==> src/rtl/ar4_host_pkg.sv <==
// Shared types and constants for the AR4 host sequencer.
package ar4_host_pkg;

    localparam int BYTE_W = 8;

    typedef enum logic [3:0] {
        IDLE      = 4'd0,
        START     = 4'd1,
        S_GAP     = 4'd2,
        A_SETUP   = 4'd3,
        A_PULSE   = 4'd4,
        A_GAP     = 4'd5,
        X_SETUP   = 4'd6,
        X_PULSE   = 4'd7,
        X_GAP     = 4'd8,
        WAIT_LOW  = 4'd9,
        WAIT_HIGH = 4'd10,
        PUT       = 4'd11,
        FIN       = 4'd12
    } ar4_state_e;

    // Number of bus bytes needed to carry an n-bit operand.
    function automatic int byte_count(input int n);
        return n / BYTE_W;
    endfunction

endpackage

==> src/rtl/ar4_host_sequencer_if.sv <==
// Request/byte-bus bundle between the host sequencer and its environment.
// The master side is the sequencer itself; the slave side issues requests,
// provides the multiplier ready level and observes the strobes.
interface ar4_host_sequencer_if #(
    parameter int N = 16
);
    logic         go;
    logic [N-1:0] opA;
    logic [N-1:0] opX;
    logic         readyAR4;
    logic [7:0]   inBus;
    logic         startAR4;
    logic         getA;
    logic         getX;
    logic         putOut;
    logic         busy;
    logic         done;
    logic         err;

    modport master (
        input  go, opA, opX, readyAR4,
        output inBus, startAR4, getA, getX, putOut, busy, done, err
    );

    modport slave (
        output go, opA, opX, readyAR4,
        input  inBus, startAR4, getA, getX, putOut, busy, done, err
    );
endinterface

==> src/rtl/ar4_strobe_timer.sv <==
// Loadable down-counter with a terminal-count flag. Loading L-1 on state
// entry makes the state last exactly L cycles: tc is high in the last one.
module ar4_strobe_timer #(
    parameter int W = 4
) (
    input  logic         clk,
    input  logic         rst,
    input  logic         load,
    input  logic [W-1:0] load_val,
    output logic         tc
);
    logic [W-1:0] cnt_q;
    logic [W-1:0] cnt_d;

    // Next count: reload, otherwise count down and park at zero.
    always_comb begin
        cnt_d = cnt_q;
        if (load) begin
            cnt_d = load_val;
        end else if (cnt_q != {W{1'b0}}) begin
            cnt_d = cnt_q - W'(1'b1);
        end else begin
            cnt_d = cnt_q;
        end
    end

    // Counter register.
    always_ff @(posedge clk or posedge rst) begin
        if (rst) begin
            cnt_q <= {W{1'b0}};
        end else begin
            cnt_q <= cnt_d;
        end
    end

    assign tc = (cnt_q == {W{1'b0}});

endmodule

==> src/rtl/ar4_host_sequencer.sv <==
// Host-side driver for the radix-4 multiplier byte-bus loader: issues the
// start strobe, streams A then X LSB-byte-first under getA/getX, waits for
// the ready low/high handshake (with timeout) and pulses putOut.
// All outputs are registered from the next-state decode.
module ar4_host_sequencer
    import ar4_host_pkg::*;
#(
    parameter int N         = 16,
    parameter int PULSE_LEN = 1,
    parameter int GAP_LEN   = 1,
    parameter int PUT_LEN   = 10,
    parameter int TIMEOUT   = 1024
) (
    input  logic                 clk,
    input  logic                 rst,
    ar4_host_sequencer_if.master bus
);
    localparam int B     = byte_count(N);
    localparam int IW    = (B > 1) ? $clog2(B) : 1;
    localparam int T_PG  = (PULSE_LEN > GAP_LEN) ? PULSE_LEN : GAP_LEN;
    localparam int T_PT  = (PUT_LEN > TIMEOUT) ? PUT_LEN : TIMEOUT;
    localparam int T_MAX = (T_PG > T_PT) ? T_PG : T_PT;
    localparam int TW    = $clog2(T_MAX + 1);

    localparam logic [TW-1:0] LD_PULSE = TW'(PULSE_LEN - 1);
    localparam logic [TW-1:0] LD_GAP   = TW'(GAP_LEN - 1);
    localparam logic [TW-1:0] LD_PUT   = TW'(PUT_LEN - 1);
    localparam logic [TW-1:0] LD_TO    = TW'(TIMEOUT - 1);
    localparam logic [IW-1:0] IDX_LAST = IW'(B - 1);

    ar4_state_e    state_q, state_d;
    logic [N-1:0]  a_q, a_d;
    logic [N-1:0]  x_q, x_d;
    logic [IW-1:0] idx_q, idx_d;
    logic          to_s;

    logic          tmr_load_s;
    logic [TW-1:0] tmr_val_s;
    logic          tmr_tc_s;

    logic [7:0]    a_byte_s, x_byte_s;

    logic [7:0]    inbus_q, inbus_d;
    logic          start_q, start_d;
    logic          geta_q, geta_d;
    logic          getx_q, getx_d;
    logic          put_q, put_d;
    logic          busy_q, busy_d;
    logic          done_q, done_d;
    logic          err_q, err_d;

    // Next-state, operand capture and byte index sequencing.
    always_comb begin
        state_d = state_q;
        a_d     = a_q;
        x_d     = x_q;
        idx_d   = idx_q;
        to_s    = 1'b0;
        case (state_q)
            IDLE: begin
                if (bus.go) begin
                    a_d     = bus.opA;
                    x_d     = bus.opX;
                    idx_d   = {IW{1'b0}};
                    state_d = START;
                end else begin
                    state_d = IDLE;
                end
            end
            START: begin
                if (tmr_tc_s) state_d = S_GAP;
                else          state_d = START;
            end
            S_GAP: begin
                if (tmr_tc_s) state_d = A_SETUP;
                else          state_d = S_GAP;
            end
            A_SETUP: state_d = A_PULSE;
            A_PULSE: begin
                if (tmr_tc_s) state_d = A_GAP;
                else          state_d = A_PULSE;
            end
            A_GAP: begin
                if (!tmr_tc_s) begin
                    state_d = A_GAP;
                end else if (idx_q == IDX_LAST) begin
                    idx_d   = {IW{1'b0}};
                    state_d = X_SETUP;
                end else begin
                    idx_d   = idx_q + IW'(1'b1);
                    state_d = A_SETUP;
                end
            end
            X_SETUP: state_d = X_PULSE;
            X_PULSE: begin
                if (tmr_tc_s) state_d = X_GAP;
                else          state_d = X_PULSE;
            end
            X_GAP: begin
                if (!tmr_tc_s) begin
                    state_d = X_GAP;
                end else if (idx_q == IDX_LAST) begin
                    idx_d   = {IW{1'b0}};
                    state_d = WAIT_LOW;
                end else begin
                    idx_d   = idx_q + IW'(1'b1);
                    state_d = X_SETUP;
                end
            end
            WAIT_LOW: begin
                // An awaited level in the last allowed cycle still counts.
                if (!bus.readyAR4) begin
                    state_d = WAIT_HIGH;
                end else if (tmr_tc_s) begin
                    to_s    = 1'b1;
                    state_d = FIN;
                end else begin
                    state_d = WAIT_LOW;
                end
            end
            WAIT_HIGH: begin
                if (bus.readyAR4) begin
                    state_d = PUT;
                end else if (tmr_tc_s) begin
                    to_s    = 1'b1;
                    state_d = FIN;
                end else begin
                    state_d = WAIT_HIGH;
                end
            end
            PUT: begin
                if (tmr_tc_s) state_d = FIN;
                else          state_d = PUT;
            end
            FIN:     state_d = IDLE;
            default: state_d = IDLE;
        endcase
    end

    // Timer reload on every state change, with the length of the new state.
    always_comb begin
        tmr_load_s = (state_d != state_q);
        case (state_d)
            START, A_PULSE, X_PULSE: tmr_val_s = LD_PULSE;
            S_GAP, A_GAP, X_GAP:     tmr_val_s = LD_GAP;
            PUT:                     tmr_val_s = LD_PUT;
            WAIT_LOW, WAIT_HIGH:     tmr_val_s = LD_TO;
            default:                 tmr_val_s = {TW{1'b0}};
        endcase
    end

    ar4_strobe_timer #(
        .W (TW)
    ) u_timer (
        .clk      (clk),
        .rst      (rst),
        .load     (tmr_load_s),
        .load_val (tmr_val_s),
        .tc       (tmr_tc_s)
    );

    // Byte select of both shadow operands at the upcoming byte index.
    always_comb begin
        a_byte_s = 8'h00;
        x_byte_s = 8'h00;
        for (int i = 0; i < B; i++) begin
            a_byte_s = a_byte_s | ((idx_d == IW'(i)) ? a_q[i*BYTE_W +: BYTE_W] : 8'h00);
            x_byte_s = x_byte_s | ((idx_d == IW'(i)) ? x_q[i*BYTE_W +: BYTE_W] : 8'h00);
        end
    end

    // Output decode from the next state so every output is a flop.
    always_comb begin
        case (state_d)
            A_SETUP: inbus_d = a_byte_s;
            X_SETUP: inbus_d = x_byte_s;
            FIN:     inbus_d = 8'h00;
            default: inbus_d = inbus_q;
        endcase
        start_d = (state_d != START);
        geta_d  = (state_d != A_PULSE);
        getx_d  = (state_d != X_PULSE);
        put_d   = (state_d != PUT);
        busy_d  = (state_d != IDLE);
        done_d  = (state_d == FIN);
        err_d   = to_s;
    end

    // State, shadow operands, byte index and registered outputs.
    always_ff @(posedge clk or posedge rst) begin
        if (rst) begin
            state_q <= IDLE;
            a_q     <= {N{1'b0}};
            x_q     <= {N{1'b0}};
            idx_q   <= {IW{1'b0}};
            inbus_q <= 8'h00;
            start_q <= 1'b1;
            geta_q  <= 1'b1;
            getx_q  <= 1'b1;
            put_q   <= 1'b1;
            busy_q  <= 1'b0;
            done_q  <= 1'b0;
            err_q   <= 1'b0;
        end else begin
            state_q <= state_d;
            a_q     <= a_d;
            x_q     <= x_d;
            idx_q   <= idx_d;
            inbus_q <= inbus_d;
            start_q <= start_d;
            geta_q  <= geta_d;
            getx_q  <= getx_d;
            put_q   <= put_d;
            busy_q  <= busy_d;
            done_q  <= done_d;
            err_q   <= err_d;
        end
    end

    assign bus.inBus    = inbus_q;
    assign bus.startAR4 = start_q;
    assign bus.getA     = geta_q;
    assign bus.getX     = getx_q;
    assign bus.putOut   = put_q;
    assign bus.busy     = busy_q;
    assign bus.done     = done_q;
    assign bus.err      = err_q;

endmodule

==> src/flat_wrapper.sv <==
// flat-port wrapper written by rule: the top's interface ports become plain ports
module ar4_host_sequencer_flat import ar4_host_pkg::*;
#(
    parameter int N         = 16,
    parameter int PULSE_LEN = 1,
    parameter int GAP_LEN   = 1,
    parameter int PUT_LEN   = 10,
    parameter int TIMEOUT   = 1024
)
  (clk, rst, bus_go, bus_opA, bus_opX, bus_readyAR4, bus_inBus, bus_startAR4, bus_getA, bus_getX, bus_putOut, bus_busy, bus_done, bus_err);
  ar4_host_sequencer_if #(.N(N)) bus_i ();
  input  logic clk;
  input  logic rst;
  input wire logic [$bits(bus_i.go)-1:0] bus_go;
  input wire logic [$bits(bus_i.opA)-1:0] bus_opA;
  input wire logic [$bits(bus_i.opX)-1:0] bus_opX;
  input wire logic [$bits(bus_i.readyAR4)-1:0] bus_readyAR4;
  output wire logic [$bits(bus_i.inBus)-1:0] bus_inBus;
  output wire logic [$bits(bus_i.startAR4)-1:0] bus_startAR4;
  output wire logic [$bits(bus_i.getA)-1:0] bus_getA;
  output wire logic [$bits(bus_i.getX)-1:0] bus_getX;
  output wire logic [$bits(bus_i.putOut)-1:0] bus_putOut;
  output wire logic [$bits(bus_i.busy)-1:0] bus_busy;
  output wire logic [$bits(bus_i.done)-1:0] bus_done;
  output wire logic [$bits(bus_i.err)-1:0] bus_err;
  assign bus_i.go = bus_go;
  assign bus_i.opA = bus_opA;
  assign bus_i.opX = bus_opX;
  assign bus_i.readyAR4 = bus_readyAR4;
  assign bus_inBus = bus_i.inBus;
  assign bus_startAR4 = bus_i.startAR4;
  assign bus_getA = bus_i.getA;
  assign bus_getX = bus_i.getX;
  assign bus_putOut = bus_i.putOut;
  assign bus_busy = bus_i.busy;
  assign bus_done = bus_i.done;
  assign bus_err = bus_i.err;
  ar4_host_sequencer #(.N(N), .PULSE_LEN(PULSE_LEN), .GAP_LEN(GAP_LEN), .PUT_LEN(PUT_LEN), .TIMEOUT(TIMEOUT)) u_core (.clk(clk), .rst(rst), .bus(bus_i));
endmodule
==> config.mk <==
export PLATFORM = sky130hd
export DESIGN_NAME = ar4_host_sequencer_flat
export DESIGN_NICKNAME = d
export VERILOG_FILES = /design/src/rtl/ar4_host_pkg.sv /design/src/rtl/ar4_host_sequencer_if.sv /design/src/rtl/ar4_strobe_timer.sv /design/src/rtl/ar4_host_sequencer.sv /design/src/flat_wrapper.sv
export SDC_FILE = /design/constraint.sdc
export NUM_CORES = 1
export LEC_CHECK = 0
export CORE_UTILIZATION = 45
export DETAILED_ROUTE_END_ITERATION = 10
export HOLD_SLACK_MARGIN = 0.06
export PLACE_DENSITY = 0.77
export REMOVE_ABC_BUFFERS = 1
export SYNTH_ARGS = -nofsm -noshare
export SYNTH_HDL_FRONTEND = slang
export SYNTH_HIERARCHICAL = 1
export SYNTH_SLANG_ARGS = --single-unit
==> constraint.sdc <==
create_clock -name clk -period 4.8 [get_ports clk]
set_clock_uncertainty 0.2 [all_clocks]
set_input_delay 0.96 -clock clk [delete_from_list [all_inputs] [get_ports clk]]
set_output_delay 0.96 -clock clk [all_outputs]
set_load 0.02 [all_outputs]
**Word level (Yosys, flattened, before mapping)**

Memories as Yosys holds them, arrays and structs flattened.
Cells that the tools add are included.

- Bits in registers: 63
- Bits in read-only memories: 160
- Input bits: 36
- Word-level logic and storage cells: 75
- Memories kept: 1

- $add $sub $neg: 2
- Equal/unequal tests: 19
- Mux-type cells: 30
- Bitwise logic cells: 2
- Reduce and logical (&&, ||, !) cells: 8

Memory list:

| name | words | bits a word | rd ports | clocked after memory_dff | wr ports | RTL line | text |
|---|---|---|---|---|---|---|---|
| (no name shown) | 16 | 10 | 1 | 0 | 0 | ar4_host_sequencer.sv:143 | `case (state_d)` |

Operators by type and width:

| kind | count |
|---|---|
| $pmux 4 s12 | 1 |
| $mux 8 | 4 |
| $mux 4 | 6 |
| $pmux 8 s3 | 1 |
| $mux 11 | 2 |
| $eq 4x3->1 const B | 5 |
| $eq 4x4->1 const B | 5 |
| $or 8x8->8 | 2 |
| $eq 4x2->1 const B | 3 |
| $mux 3 | 4 |
| $logic_not 11->1 | 1 |
| $reduce_bool 11->1 | 1 |
| $sub 11x1->11 const B | 1 |
| $mux 1 | 9 |
| $ne 4x3->1 const B | 2 |
| $eq 4x1->1 const B | 1 |
| $logic_not 4->1 | 1 |
| $ne 4x1->1 const B | 1 |
| $ne 4x4->1 | 1 |
| $ne 4x4->1 const B | 1 |
| $pmux 1 s2 | 2 |
| $reduce_bool 4->1 | 1 |
| $reduce_bool 3->1 | 1 |
| $mux 2 | 1 |
| 4 further kinds | 4 |

**Depth between registers and ports, before layout**

Gate-level depths: netlist of the first run.

- Word-level depth: 7
- Gate-level depth with buffers: 16

**Cells and area by module**

Netlist of the first run, hierarchy kept.

By module, submodules not included:

| module | instances | cells an instance | area an instance (um^2) | sequential area each (um^2) |
|---|---|---|---|---|
| ar4_host_sequencer | 1 | 228 | 2852.7 | 1306.3 |
| ar4_strobe_timer | 1 | 63 | 624.3 | 275.3 |

**Worst setup path before layout of the first run**

OpenSTA, ideal clock, no wires.

- Kind: reg-to-reg
- From: reg u_core.u_timer.cnt_q[0]
- To: reg u_core.inbus_q[0] (netlist: u_core/bus.inBus[0])
- Arrival: 3.676 ns
- Setup slack: 0.800 ns
- Stages on the path, launching flop included: 17
- Buffers on the path: 2
- Clock period less this slack: 4.000 ns
- Cells stage by stage: dfrtp_1 -> inv_1 -> ha_1 -> or4b_1 -> buf_2 -> nor4_1 -> buf_2 -> nand2_1 -> nand3_1 -> a21oi_1 -> nor3_1 -> inv_1 -> ha_1 -> nor3b_4 -> o2bb2ai_2 -> nand2_4 -> a2bb2oi_2

- Longest elaborated chain between the ends: 6

Ends and longest elaborated chain:

| element | RTL line | text |
|---|---|---|
| from (decl) | ar4_strobe_timer.sv:12 | `logic [W-1:0] cnt_q;` |
| from (signal assigned) | ar4_strobe_timer.sv:30 | `cnt_q <= {W{1'b0}};` |
| from (signal assigned) | ar4_strobe_timer.sv:32 | `cnt_q <= cnt_d;` |
| $logic_not 11->1 (*) | ar4_strobe_timer.sv:36 | `assign tc = (cnt_q == {W{1'b0}});` |
| net u_core.tmr_tc_s | ar4_host_sequencer.sv:39 | `logic tmr_tc_s;` |
| $mux 3 | ar4_host_sequencer.sv:124 | `end else if (tmr_tc_s) begin` |
| $mux 4 | ar4_host_sequencer.sv:122 | `if (bus.readyAR4) begin` |
| $pmux 4 s12 (*) | ar4_host_sequencer.sv:59 | `case (state_q)` |
| net u_core.state_d[1] | ar4_host_sequencer.sv:31 | `ar4_state_e state_q, state_d;` |
| $eq 4x4->1, or another cell as far along | ar4_host_sequencer.sv:174 | `case (state_d)` |
| $pmux 8 s3 or $reduce_bool 3->1 (tied branches) | - |  |
| to (signal assigned) | ar4_host_sequencer.sv:209 | `inbus_q <= inbus_d;` |
| to (decl) | ar4_host_sequencer.sv:43 | `logic [7:0] inbus_q, inbus_d;` |

The timed path passes the listed nets; every way through them passes the cells marked *.
A chain may end at the register's enable or synchronous reset.

**Worst setup path after layout of the first run**

- From: reg u_core.u_timer.cnt_q[0]
- To: reg u_core.inbus_q[6] (netlist: u_core/bus.inBus[6])

The elaborated chain is that of the path after synthesis.

==> summary.txt, run 1 <==
Status
  – Run status: finished, final reports clean

Die
  – Number of primary I/O pins: 51
  – Die extent in y: 89.9 um
  – Starting utilization of the core area: 0.472
  – Site Rows: 31
  – Core area: 7370 um^2
  – Die span in x: 89.9 um
  – Die Area: between 8000 and 9000 um^2

Route
  – Router iterations before antenna repair: 4
  – Vias per Instance: 5.43
  – Detail-routed net length per standard cell: approximately 16 um
  – Drt first-iter violations: 156
  – Number of design rule violations left after detail routing: 0
  – Final Routed Wirelength: 6.92 mm
  – Number of nets with antenna violations after detailed routing: 0
  – DR vias: between 2000 and 2500

Worst setup path
  – Data arrival time of the critical path: ~4.3 ns
  – Critical path, cell by cell: inv_1, ha_1, or4b_1, nor4_1, buf_4, nand2_1, nand3_1, a21oi_1, nor3_1, inv_1, ha_1, nor3b_4, o2bb2ai_2, nand2_4, a2bb2oi_2
  – Register-to-register path setup slack: 0.54 ns
  – Critical path peak fanout: 14
  – Crit path kind: reg2reg
  – Type of element launching the critical path: register
  – Critical path's slowest cell: sky130_fd_sc_hd__or4b_1
  – Critical Path Max Stage Delay: 0.58 ns
  – Data required time at the worst endpoint: a little under 5 ns
  – Kind of capture point of the worst setup path: register

Synthesis
  – Area share of the largest cell type after synthesis: 0.425
  – Synth Area per Inst: 11.9 um^2
  – Cell type contributing the most total cell area after synthesis: sky130_fd_sc_hd__dfrtp_1
  – Number of enable-type register cells in the synthesized netlist: 0
  – Synth area leaders: sky130_fd_sc_hd__dfrtp_1 (42%), sky130_fd_sc_hd__mux2_2 (12%), sky130_fd_sc_hd__ha_1 (3.6%), sky130_fd_sc_hd__mux2_1 (3.6%), sky130_fd_sc_hd__a2bb2oi_2 (3.5%)
  – Compound-cell area share of the yosys netlist: 0.128
  – Simple-gate area share of the yosys netlist: 0.138
  – Mapped Cells: 291
  – Proportion of synthesized area in mux cells: 0.176
  – Largest family of logic cells by synthesized area: multiplexers
  – Synth Register Bits: 63
  – Fraction of registers with async set/reset: 1.00
  – Share of synthesized cell area in full adder, half adder and majority cells: 0.0360
  – XOR/XNOR Fraction of Synth Area: 0.0227
  – Area of the mapped netlist: approximately 3500 um^2
  – Most instantiated flip-flop cell in the synthesis netlist: sky130_fd_sc_hd__dfrtp_1
  – Share of synthesized area occupied by flip-flops and latches: 0.455
  – Number of unique standard cell types used by synthesis: 62
  – Synth warnings: 6

Power and ir drop
  – Part of the power in combinational logic: 0.508
  – IR Drop Worst-Case VDD: 0.317 mV
  – Relative contribution of sequential cells to total power: 0.317
  – Sw Share: 0.387
  – Leakage power of the design: 1.76 nW
  – Clock network power share: 0.175
  – Areal power density over the cells: 726 nW/um^2
  – Cell internal pwr: around 1.9 mW
  – Sw Pwr: 1.20 mW

Layout
  – Final design area excluding fillers: between 4000 and 5000 um^2
  – Layout cell share with drive strength beyond 1: 0.253
  – Number of inserted diodes: 0
  – Fin util: 0.578
  – Final-layout fill cell count: 611
  – Area added between synthesis and finish: 22.4%
  – Number of nets in the layout: 385

Clocking
  – Clock tree from TritonCTS: done
  – Count of hold-fix buffers inserted at cts: 0
  – Clock input transition at the sequential cells of the worst setup and hold paths: around 0.07 ns
  – Total number of H-tree levels: 3
  – Clock Latency Late Sink: 0.34 ns
  – Buffers inserted by post-CTS timing repair: 0
  – CTS sink count: 63
  – Num CTS Buffers: 9
  – Root Buffer Master: sky130_fd_sc_hd__clkbuf_8
  – Count of instances resized after the clock tree is built: 0
  – Number of buffers on the longest clock path: 2

STA
  – Number of pins with negative max-slew slack in the final report: 0
  – Final setup vio count: 0
  – Unrepaired setup endpoints after global routing: false
  – Maximum achievable frequency: between 200 and 250 MHz
  – Max-slew headroom: 0.300
  – Number of hold violations in the final report: 0
  – Final worst-path cycle share: 0.888
  – Actual transition at the worst max-transition pin: between 1 and 1.5 ns
  – Worst hold slack after final layout: 0.283 ns
  – Setup TNS after final layout: 0 ns
  – Final worst path period need: 4.26 ns

Global routing
  – Vias in the first global route: about 2400
  – Wire length of the first global-routing pass: 11.9 mm
  – Pin count of the biggest net entering global routing: 53
  – Total gr overflow: 0
  – Number of antenna violations at the first check in global routing: 0
  – Total routing resource utilization after global routing: 0.188

Place
  – Buffers added on ports: 50
  – Post-Place Cell Area: 4020 um^2
  – Gpl congestion: between 0.8 and 0.9
  – Detailed placement HPWL: between 4 and 5 mm

Run
  – Max capacitance violation total: 0

Worst hold path
  – Worst hold path class: reg2reg
==> synth_stat cells (5+ instances only) <==
cell	count
sky130_fd_sc_hd__dfrtp_1	59
sky130_fd_sc_hd__mux2_2	38
sky130_fd_sc_hd__nand3_1	17
sky130_fd_sc_hd__o21ai_0	12
sky130_fd_sc_hd__inv_1	11
sky130_fd_sc_hd__mux2_1	11
sky130_fd_sc_hd__nand2_1	11
sky130_fd_sc_hd__ha_1	10
sky130_fd_sc_hd__a2bb2oi_2	8
sky130_fd_sc_hd__o31ai_1	8
sky130_fd_sc_hd__a21oi_1	7
sky130_fd_sc_hd__buf_2	6
sky130_fd_sc_hd__nor2_1	6
sky130_fd_sc_hd__xnor2_1	6
sky130_fd_sc_hd__nor3_1	5
==> stage by stage <==
step	setup WS [ns]	std cells	power (mW)
after detailed placement	0.578	427	2.56
after floorplan	0.272	275	2.13
after CTS	0.556	443	3.11
after global placement	0.815	427	2.50
final	0.540	443	3.09
after global routing	0.275	443	3.31
==> power groups by stage <==
| stage | clock [mW] | combinational [mW] | sequential [mW] |
|---|---|---|---|
| floorplan | 0 | 1.14 | 0.986 |
| global placement | 0 | 1.53 | 0.975 |
| detailed placement | 0 | 1.57 | 0.985 |
| CTS | 0.552 | 1.58 | 0.976 |
| global route | 0.574 | 1.72 | 1.01 |
| finish | 0.540 | 1.57 | 0.979 |
==> area by class of cell <==
class                      instances  area [um^2]  share of cell area
clock inverter                     4         76.3              0.0179
inverter                          12         45.0              0.0106
multi-input combinational        200         1740               0.409
timing repair buffer              53          523               0.123
clock buffer                      12          165              0.0388
tap                               99          124              0.0291
sequential                        63         1580               0.372
==> metal layers <==
layer	track usage	share of wire	vias up
met5	0	0	-
met3	0.0398	0.041	9
met4	0.0833	0.016	0
met1	0.256	0.46	1184
met2	0.291	0.48	58
li1	-	-	1153
==> worst max-delay path: cells and delay by family, from the launching register on <==
family / cells / cell delay, ns
flops: 1 / 0.37
buf+inv: 3 / 0.52
compound gates: 3 / 0.65
simple gates: 7 / 1.94
fa+ha+maj: 2 / 0.45
==> cell families (layout without fill, tap and decap cells) <==
| family | count (synthesis) | in the layout |
|---|---|---|
| and+or+nand+nor | 73 | 73 |
| DFF | 63 | 63 |
| muxes | 54 | 54 |
| AOI/OAI and AO/OA | 53 | 53 |
| buffers and inverters | 28 | 81 |
| adders and majority gates | 10 | 10 |
| xor gates and xnor gates | 9 | 9 |
| other | 1 | 1 |
==> final timing paths <==
kind,start,endpoint,cells past startpoint
hold / removal,u_core/a_q[7],u_core/a_q[7],1
hold reg to reg,u_core/a_q[7],u_core/a_q[7],1
min in group asynchronous,rst,u_core/u_timer/cnt_q[4],2
setup reg to reg,u_core/u_timer/cnt_q[0],u_core/bus.inBus[6],15
setup / recovery,u_core/u_timer/cnt_q[0],u_core/bus.inBus[6],15
max in group asynchronous,rst,u_core/state_q[2],2
==> cell usage in the layout, fill, tap and decap left out, types with 7 or more instances in the layout <==
master / n
sky130_fd_sc_hd__nand3_1: 17
sky130_fd_sc_hd__mux2_2: 38
sky130_fd_sc_hd__nand2_1: 11
sky130_fd_sc_hd__clkdlybuf4s50_1: 50
sky130_fd_sc_hd__o21ai_0: 12
sky130_fd_sc_hd__ha_1: 10
sky130_fd_sc_hd__o31ai_1: 8
sky130_fd_sc_hd__inv_1: 10
sky130_fd_sc_hd__mux2_1: 11
sky130_fd_sc_hd__clkbuf_8: 12
sky130_fd_sc_hd__a2bb2oi_2: 8
sky130_fd_sc_hd__dfrtp_1: 59
sky130_fd_sc_hd__a21oi_1: 7
==> registers in the layout, summed over array words and instances, names as in the netlist <==
signal	count
u_core/bus.busy	1
u_core/bus.err	1
u_core/bus.startAR4	1
u_core/state_q	4
u_core/bus.getA	1
u_core/x_q	16
u_core/bus.getX	1
u_core/bus.inBus	8
u_core/u_timer/cnt_q	11
u_core/a_q	16
u_core/bus.putOut	1
u_core/bus.done	1
u_core/idx_q	1
No activity file was read; power rests on OpenSTA's default activity.
==> run 2, diff against run 1 <==
--- a/config.mk
+++ b/config.mk
@@ -5,10 +5,12 @@
 export SDC_FILE = /design/constraint.sdc
 export NUM_CORES = 1
 export LEC_CHECK = 0
-export CORE_UTILIZATION = 45
+export CELL_PAD_IN_SITES_DETAIL_PLACEMENT = 2
+export CELL_PAD_IN_SITES_GLOBAL_PLACEMENT = 2
+export CORE_UTILIZATION = 36
 export DETAILED_ROUTE_END_ITERATION = 10
 export HOLD_SLACK_MARGIN = 0.06
-export PLACE_DENSITY = 0.77
+export PLACE_DENSITY = 0.88
 export REMOVE_ABC_BUFFERS = 1
 export SYNTH_ARGS = -nofsm -noshare
 export SYNTH_HDL_FRONTEND = slang
==> summary.txt, run 2 (synthesized netlist as in run 1, its figures left out) <==
Worst setup path
  – Critical Path Max Stage Delay: around 0.62 ns
  – Critical path peak fanout: 14
  – Critical R2R Launch: u_core/u_timer/cnt_q[0]
  – Kind of capture point of the worst setup path: register
  – Critical path, cell by cell: inv_1, ha_1, or4b_1, nor4_2, buf_4, nand2_1, nand3_1, a21oi_1, nor3_1, inv_1, ha_1, nor3b_4, o2bb2ai_2, o21ai_0, a2bb2oi_2
  – Data arrival time of the critical path: 4.53 ns
  – Register-to-register path setup slack: 0.31 ns
  – Crit path kind: reg2reg
  – Number of cells on the worst reg-to-reg path: 15
  – Type of element launching the critical path: register
  – Cell family contributing the most delay on the critical path: simple AND/OR/NAND/NOR gates
  – Count of buffer and inverter cells on the critical path: 3
  – Data required time at the worst endpoint: 4.84 ns
  – Critical path's slowest cell: sky130_fd_sc_hd__or4b_1
  – Reg-to-reg critical path endpoint: u_core/bus.inBus[4]

Route
  – Met3 Wirelength: 207 um
  – Final Routed Wirelength: slightly above 10 mm
  – Detail-routed net length per standard cell: 21.6 um
  – Drt first-iter violations: 70
  – Highest Signal Layer: met4
  – Number of design rule violations left after detail routing: 0
  – Number of nets with antenna violations after detailed routing: 0
  – Vias per Instance: 5.27
  – Routed length on met2: 5.66 mm
  – DR vias: 2497
  – M1 WL: 4.06 mm
  – Router iterations before antenna repair: 4

Clocking
  – CTS sink count: 63
  – Clock input transition at the sequential cells of the worst setup and hold paths: approximately 0.080 ns
  – Clock tree from TritonCTS: done
  – Number of buffers on the longest clock path: 2
  – Count of hold-fix buffers inserted at cts: 0
  – Total number of H-tree levels: 3
  – Buffers inserted by post-CTS timing repair: 0
  – Count of instances resized after the clock tree is built: 0
  – Num CTS Buffers: 9
  – Root Buffer Master: sky130_fd_sc_hd__clkbuf_8
  – Clock Latency Late Sink: around 0.34 ns

Layout
  – Number of inserted diodes: 0
  – Top Registers: u_core/a_q x16, u_core/x_q x16, u_core/u_timer/cnt_q x11
  – Most common library cell in the layout ignoring fill and taps: sky130_fd_sc_hd__dfrtp_1
  – Number of nets in the layout: 386
  – Fin util: 0.465
  – Highest-count cells in the layout ignoring fill and taps: sky130_fd_sc_hd__dfrtp_1 (59), sky130_fd_sc_hd__clkdlybuf4s50_1 (50), sky130_fd_sc_hd__mux2_2 (38), sky130_fd_sc_hd__nand3_1 (17), sky130_fd_sc_hd__o21ai_0 (12)
  – Final design area excluding fillers: 4320 um^2
  – Area added between synthesis and finish: 24.3%
  – Layout cell share with drive strength beyond 1: 0.258

STA
  – Final worst-path cycle share: 0.936
  – Unrepaired setup endpoints after global routing: false
  – Max-slew headroom: 0.263
  – Maximum achievable frequency: 223 MHz
  – Number of pins with negative max-slew slack in the final report: 0
  – Number of hold violations in the final report: 0
  – Final worst path period need: 4.49 ns
  – Setup TNS after final layout: 0 ns
  – Actual transition at the worst max-transition pin: 1.11 ns
  – Final setup vio count: 0

Place
  – Gpl congestion: 0.777
  – Buffers added on ports: 50
  – Post-Place Cell Area: 4070 um^2
  – Detailed placement HPWL: 7.45 mm

Worst hold path
  – Beginning of the worst hold path: u_core/a_q[12]
  – Worst Hold End: u_core/a_q[12]
  – Worst hold path class: reg2reg
  – Hold Path Stages: 1

Power and ir drop
  – Relative contribution of sequential cells to total power: 0.307
  – Sw Pwr: 1.37 mW
  – Cell internal pwr: 1.94 mW
  – IR Drop Worst-Case VDD: roughly 0.26 mV
  – Areal power density over the cells: between 700 and 800 nW/um^2
  – Clock network power share: 0.177
  – Sw Share: 0.415
  – Part of the power in combinational logic: 0.516
  – Leakage power of the design: 1.78 nW

Run
  – Max capacitance violation total: 0

Die
  – Starting utilization of the core area: 0.375
  – Die Area: about 10000 um^2
  – Die extent in y: 100 um
  – Die span in x: 100 um
  – Core area: between 9000 and 10000 um^2
  – Number of primary I/O pins: 51
  – Site Rows: 35

Global routing
  – Total gr overflow: 0
  – Wire length of the first global-routing pass: ~16 mm
  – Vias in the first global route: 2877
  – Number of antenna violations at the first check in global routing: 0
  – Total routing resource utilization after global routing: 0.219
  – Pin count of the biggest net entering global routing: 53

Status
  – Run status: finished, final reports clean
==> run 2: changes by cell type in the layout (fill, tap and decap cells not counted), sizes merged <==
cell and delta:
buf +1, bufinv +1, clkbuf -1, clkinv +1
clkinvlp -1
==> run 2: metal layers <==
metal / vias to the layer above / track usage
met5: - / 0
met4: 0 / 0.110
met3: 17 / 0.0306
met2: 39 / 0.407
met1: 1290 / 0.244
li1: 1151 / -
==> run 2: per-stage QoR <==
| step | worst slack [ns] | power, mW | std cells | hold slack [ns] |
|---|---|---|---|---|
| detailed placement | 0.294 | 2.73 | 458 | 0.278 |
| global placement | 0.744 | 2.55 | 458 | 0.268 |
| finish | 0.309 | 3.32 | 474 | 0.292 |
| global route | 0.00179 | 3.51 | 474 | 0.326 |
| CTS | 0.244 | 3.35 | 474 | 0.295 |
| floorplan | 0.272 | 2.13 | 275 | 0.252 |
==> run 2: power by group through the flow <==
| stage | combinational (mW) | clock, mW | sequential (mW) |
|---|---|---|---|
| floorplan | 1.14 | 0 | 0.986 |
| global placement | 1.56 | 0 | 0.984 |
| detailed placement | 1.70 | 0 | 1.03 |
| CTS | 1.73 | 0.596 | 1.02 |
| global route | 1.85 | 0.613 | 1.04 |
| finish | 1.71 | 0.587 | 1.02 |
==> run 2: area by class of cell <==
| type | instances | area (um^2) |
|---|---|---|
| multi-input cells | 200 | 1750 |
| flip-flops and latches | 63 | 1580 |
| clock buffers | 11 | 151 |
| well taps | 129 | 161 |
| fillers | 958 | 4960 |
| clock inverters | 5 | 104 |
| inverters | 12 | 45.0 |
| repair buffers | 54 | 531 |
==> run 2: worst max-delay path by stage <==
stage | slack [ns] | from | endpoint | depth (start not counted)
finish | 0.31 | u_core/u_timer/cnt_q[0] | u_core/bus.inBus[4] | 15
global route | 0.002 | u_core/u_timer/cnt_q[0] | u_core/bus.inBus[4] | 15
CTS | 0.24 | u_core/u_timer/cnt_q[0] | u_core/bus.inBus[4] | 15
detailed placement | 0.29 | u_core/u_timer/cnt_q[0] | u_core/bus.inBus[4] | 15
global placement | 0.74 | u_core/u_timer/cnt_q[0] | u_core/bus.inBus[4] | 15
floorplan | 0.27 | u_core/u_timer/cnt_q[0] | u_core/bus.inBus[0] | 14
==> run 3, diff against run 2 <==
--- a/config.mk
+++ b/config.mk
@@ -5,11 +5,11 @@
 export SDC_FILE = /design/constraint.sdc
 export NUM_CORES = 1
 export LEC_CHECK = 0
+export ABC_AREA = 1
 export CELL_PAD_IN_SITES_DETAIL_PLACEMENT = 2
 export CELL_PAD_IN_SITES_GLOBAL_PLACEMENT = 2
-export CORE_UTILIZATION = 36
+export CORE_UTILIZATION = 31
 export DETAILED_ROUTE_END_ITERATION = 10
-export HOLD_SLACK_MARGIN = 0.06
 export PLACE_DENSITY = 0.88
 export REMOVE_ABC_BUFFERS = 1
 export SYNTH_ARGS = -nofsm -noshare
==> summary.txt, run 3 <==
Synthesis
  – Area share of the largest cell type after synthesis: 0.411
  – Cell type contributing the most total cell area after synthesis: sky130_fd_sc_hd__dfrtp_1
  – Cell types with the highest counts after synthesis: sky130_fd_sc_hd__nand2_1 (215), sky130_fd_sc_hd__dfrtp_1 (59), sky130_fd_sc_hd__nand3_1 (54), sky130_fd_sc_hd__inv_1 (28), sky130_fd_sc_hd__nor2_1 (19)
  – Number of unique standard cell types used by synthesis: 34
  – Fraction of registers with async set/reset: 1.00
  – Share of synthesized cell area in full adder, half adder and majority cells: 0.0348
  – Synth Area per Inst: around 7.6 um^2
  – Compound-cell area share of the yosys netlist: 0.0320
  – Most instantiated flip-flop cell in the synthesis netlist: sky130_fd_sc_hd__dfrtp_1
  – Synth area leaders: sky130_fd_sc_hd__dfrtp_1 (41%), sky130_fd_sc_hd__nand2_1 (22%), sky130_fd_sc_hd__nand3_1 (7.5%), sky130_fd_sc_hd__ha_1 (3.5%), sky130_fd_sc_hd__nor2_4 (3.1%)
  – Proportion of synthesized area in mux cells: 0
  – Synth warnings: 6
  – Area of the mapped netlist: roughly 3600 um^2
  – Share of synthesized area occupied by flip-flops and latches: 0.440
  – Most frequently used cell type in the post-synthesis netlist: sky130_fd_sc_hd__nand2_1
  – Number of enable-type register cells in the synthesized netlist: 0
  – Mapped Cells: 475
  – Largest family of logic cells by synthesized area: simple AND/OR/NAND/NOR gates
  – Synth Register Bits: 63
  – Simple-gate area share of the yosys netlist: 0.418
  – XOR/XNOR Fraction of Synth Area: 0.0146

Worst setup path
  – Critical path peak fanout: 12
  – Kind of capture point of the worst setup path: register
  – Crit path kind: reg2reg
  – Data required time at the worst endpoint: between 4 and 5 ns
  – Data arrival time of the critical path: 3.95 ns
  – Type of element launching the critical path: register

STA
  – Maximum achievable frequency: 255 MHz
  – Number of pins with negative max-slew slack in the final report: 0
  – Final worst path period need: 3.93 ns
  – Actual transition at the worst max-transition pin: 0.739 ns
  – Unrepaired setup endpoints after global routing: false
  – Final worst-path cycle share: 0.818
  – Setup TNS after final layout: 0 ns
  – Final setup vio count: 0
  – Max-slew headroom: 0.507
  – Number of hold violations in the final report: 0

Global routing
  – Pin count of the biggest net entering global routing: between 50 and 60
  – Number of antenna violations at the first check in global routing: 0
  – Vias in the first global route: 3731
  – Total gr overflow: 0
  – Total routing resource utilization after global routing: 0.211
  – Wire length of the first global-routing pass: around 19 mm

Clocking
  – CTS sink count: 63
  – Total number of H-tree levels: 3
  – Buffers inserted by post-CTS timing repair: 0
  – Count of instances resized after the clock tree is built: 0
  – Number of buffers on the longest clock path: 2
  – Clock Latency Late Sink: ~0.34 ns
  – Clock tree from TritonCTS: done
  – Count of hold-fix buffers inserted at cts: 0
  – Root Buffer Master: sky130_fd_sc_hd__clkbuf_16
  – Num CTS Buffers: 9
  – Clock input transition at the sequential cells of the worst setup and hold paths: around 0.06 ns

Die
  – Die extent in y: 110 um
  – Core area: 11100 um^2
  – Starting utilization of the core area: 0.324
  – Die Area: between 10000 and 15000 um^2
  – Site Rows: 38
  – Die span in x: 110 um
  – Number of primary I/O pins: 51

Layout
  – Layout cell share with drive strength beyond 1: 0.127
  – Most common library cell in the layout ignoring fill and taps: sky130_fd_sc_hd__nand2_1
  – Top Registers: u_core/a_q x16, u_core/x_q x16, u_core/u_timer/cnt_q x11
  – Highest-count cells in the layout ignoring fill and taps: sky130_fd_sc_hd__nand2_1 (215), sky130_fd_sc_hd__dfrtp_1 (59), sky130_fd_sc_hd__nand3_1 (54), sky130_fd_sc_hd__clkdlybuf4s50_1 (50), sky130_fd_sc_hd__inv_1 (27)
  – Number of inserted diodes: 0
  – Number of nets in the layout: 570
  – Area added between synthesis and finish: 24.9%

Power and ir drop
  – Leakage power of the design: 2.33 nW
  – Total power after layout: 2.99 mW
  – Areal power density over the cells: around 670 nW/um^2
  – IR Drop Worst-Case VDD: 0.245 mV

Route
  – Router iterations before antenna repair: 4
  – DR vias: 3261
  – Final Routed Wirelength: 11.5 mm
  – Number of nets with antenna violations after detailed routing: 0
  – Drt first-iter violations: around 70
  – Vias per Instance: 4.87
  – Number of design rule violations left after detail routing: 0
  – Detail-routed net length per standard cell: 17.2 um

Worst hold path
  – Worst hold path class: reg2reg

Status
  – Run status: finished, final reports clean

Place
  – Gpl congestion: 0.854
  – Detailed placement HPWL: 7.99 mm
  – Buffers added on ports: 50

Run
  – Max capacitance violation total: 0
==> run 3: routing by layer <==
metal | routed length (um) | up-vias | track usage
met1 | 4940 | 1610 | 0.237
met2 | 6030 | 56 | 0.391
met5 | 0 | - | 0
met4 | 214 | 0 | 0.0705
li1 | - | 1578 | -
met3 | 309 | 17 | 0.0468
==> run 3: worst paths after layout <==
path / start / end / slack (ns) / cells past startpoint
setup / recovery: u_core/u_timer/cnt_q[0] / u_core/bus.inBus[6] / 0.87 / 18
min in group asynchronous: rst / u_core/u_timer/cnt_q[3] / 0.80 / 2
setup reg to reg: u_core/u_timer/cnt_q[0] / u_core/bus.inBus[6] / 0.87 / 18
max in group asynchronous: rst / u_core/state_q[2] / 2.95 / 3
hold reg to reg: u_core/x_q[6] / u_core/x_q[6] / 0.28 / 2
hold / removal: u_core/x_q[6] / u_core/x_q[6] / 0.28 / 2
==> run 3: area by class of cell <==
| cell class | count | area (um^2) |
|---|---|---|
| Clock buffer | 11 | 243 |
| Inverter | 37 | 139 |
| Fill cell | 1298 | 6590 |
| Multi-Input combinational cell | 361 | 1800 |
| Timing Repair Buffer | 52 | 515 |
| Clock inverter | 5 | 33.8 |
| Sequential cell | 63 | 1580 |
| Tap cell | 140 | 175 |
==> run 3: critical path, stage by stage (launching register included) <==
cell	delay, ns
sky130_fd_sc_hd__dfrtp_1	0.38
sky130_fd_sc_hd__inv_2	0.10
sky130_fd_sc_hd__ha_1	0.23
sky130_fd_sc_hd__nand2_1	0.12
sky130_fd_sc_hd__nor2_4	0.18
sky130_fd_sc_hd__nand4_2	0.18
sky130_fd_sc_hd__inv_2	0.25
sky130_fd_sc_hd__nand2_1	0.14
sky130_fd_sc_hd__a31oi_1	0.19
sky130_fd_sc_hd__nand2_1	0.07
sky130_fd_sc_hd__nor2_1	0.25
sky130_fd_sc_hd__nand2_1	0.20
sky130_fd_sc_hd__inv_1	0.15
sky130_fd_sc_hd__ha_1	0.40
sky130_fd_sc_hd__nand3_2	0.33
sky130_fd_sc_hd__nand2_2	0.14
sky130_fd_sc_hd__inv_2	0.10
sky130_fd_sc_hd__nand3_1	0.11
sky130_fd_sc_hd__nand2_1	0.07
==> run 3: kinds of logic after synthesis <==
| logic type | count (synthesis) |
|---|---|
| xor+xnor | 6 |
| buf+inv | 51 |
| flops | 63 |
| compound gates | 18 |
| other cells | 1 |
| fa+ha+maj | 10 |
| simple gates | 326 |
==> run 3: stage by stage <==
stage	cells	instance area (um^2)	utilization	hold slack, ns	setup slack (ns)
after floorplan	461	3520	-	0.249	1.38
after global placement	653	4210	0.380	0.262	1.15
after detailed placement	653	4210	0.380	0.270	1.00
after CTS	669	4490	0.405	0.287	0.849
after global routing	669	4490	0.405	0.303	0.578
final	669	4490	0.405	0.282	0.873
==> run 3: where the power goes <==
part           internal [mW]  total (mW)  switching, mW
sequential             0.749       0.910          0.161
clock                  0.362       0.608          0.246
combinational          0.489        1.47          0.979
total                   1.60        2.99           1.39
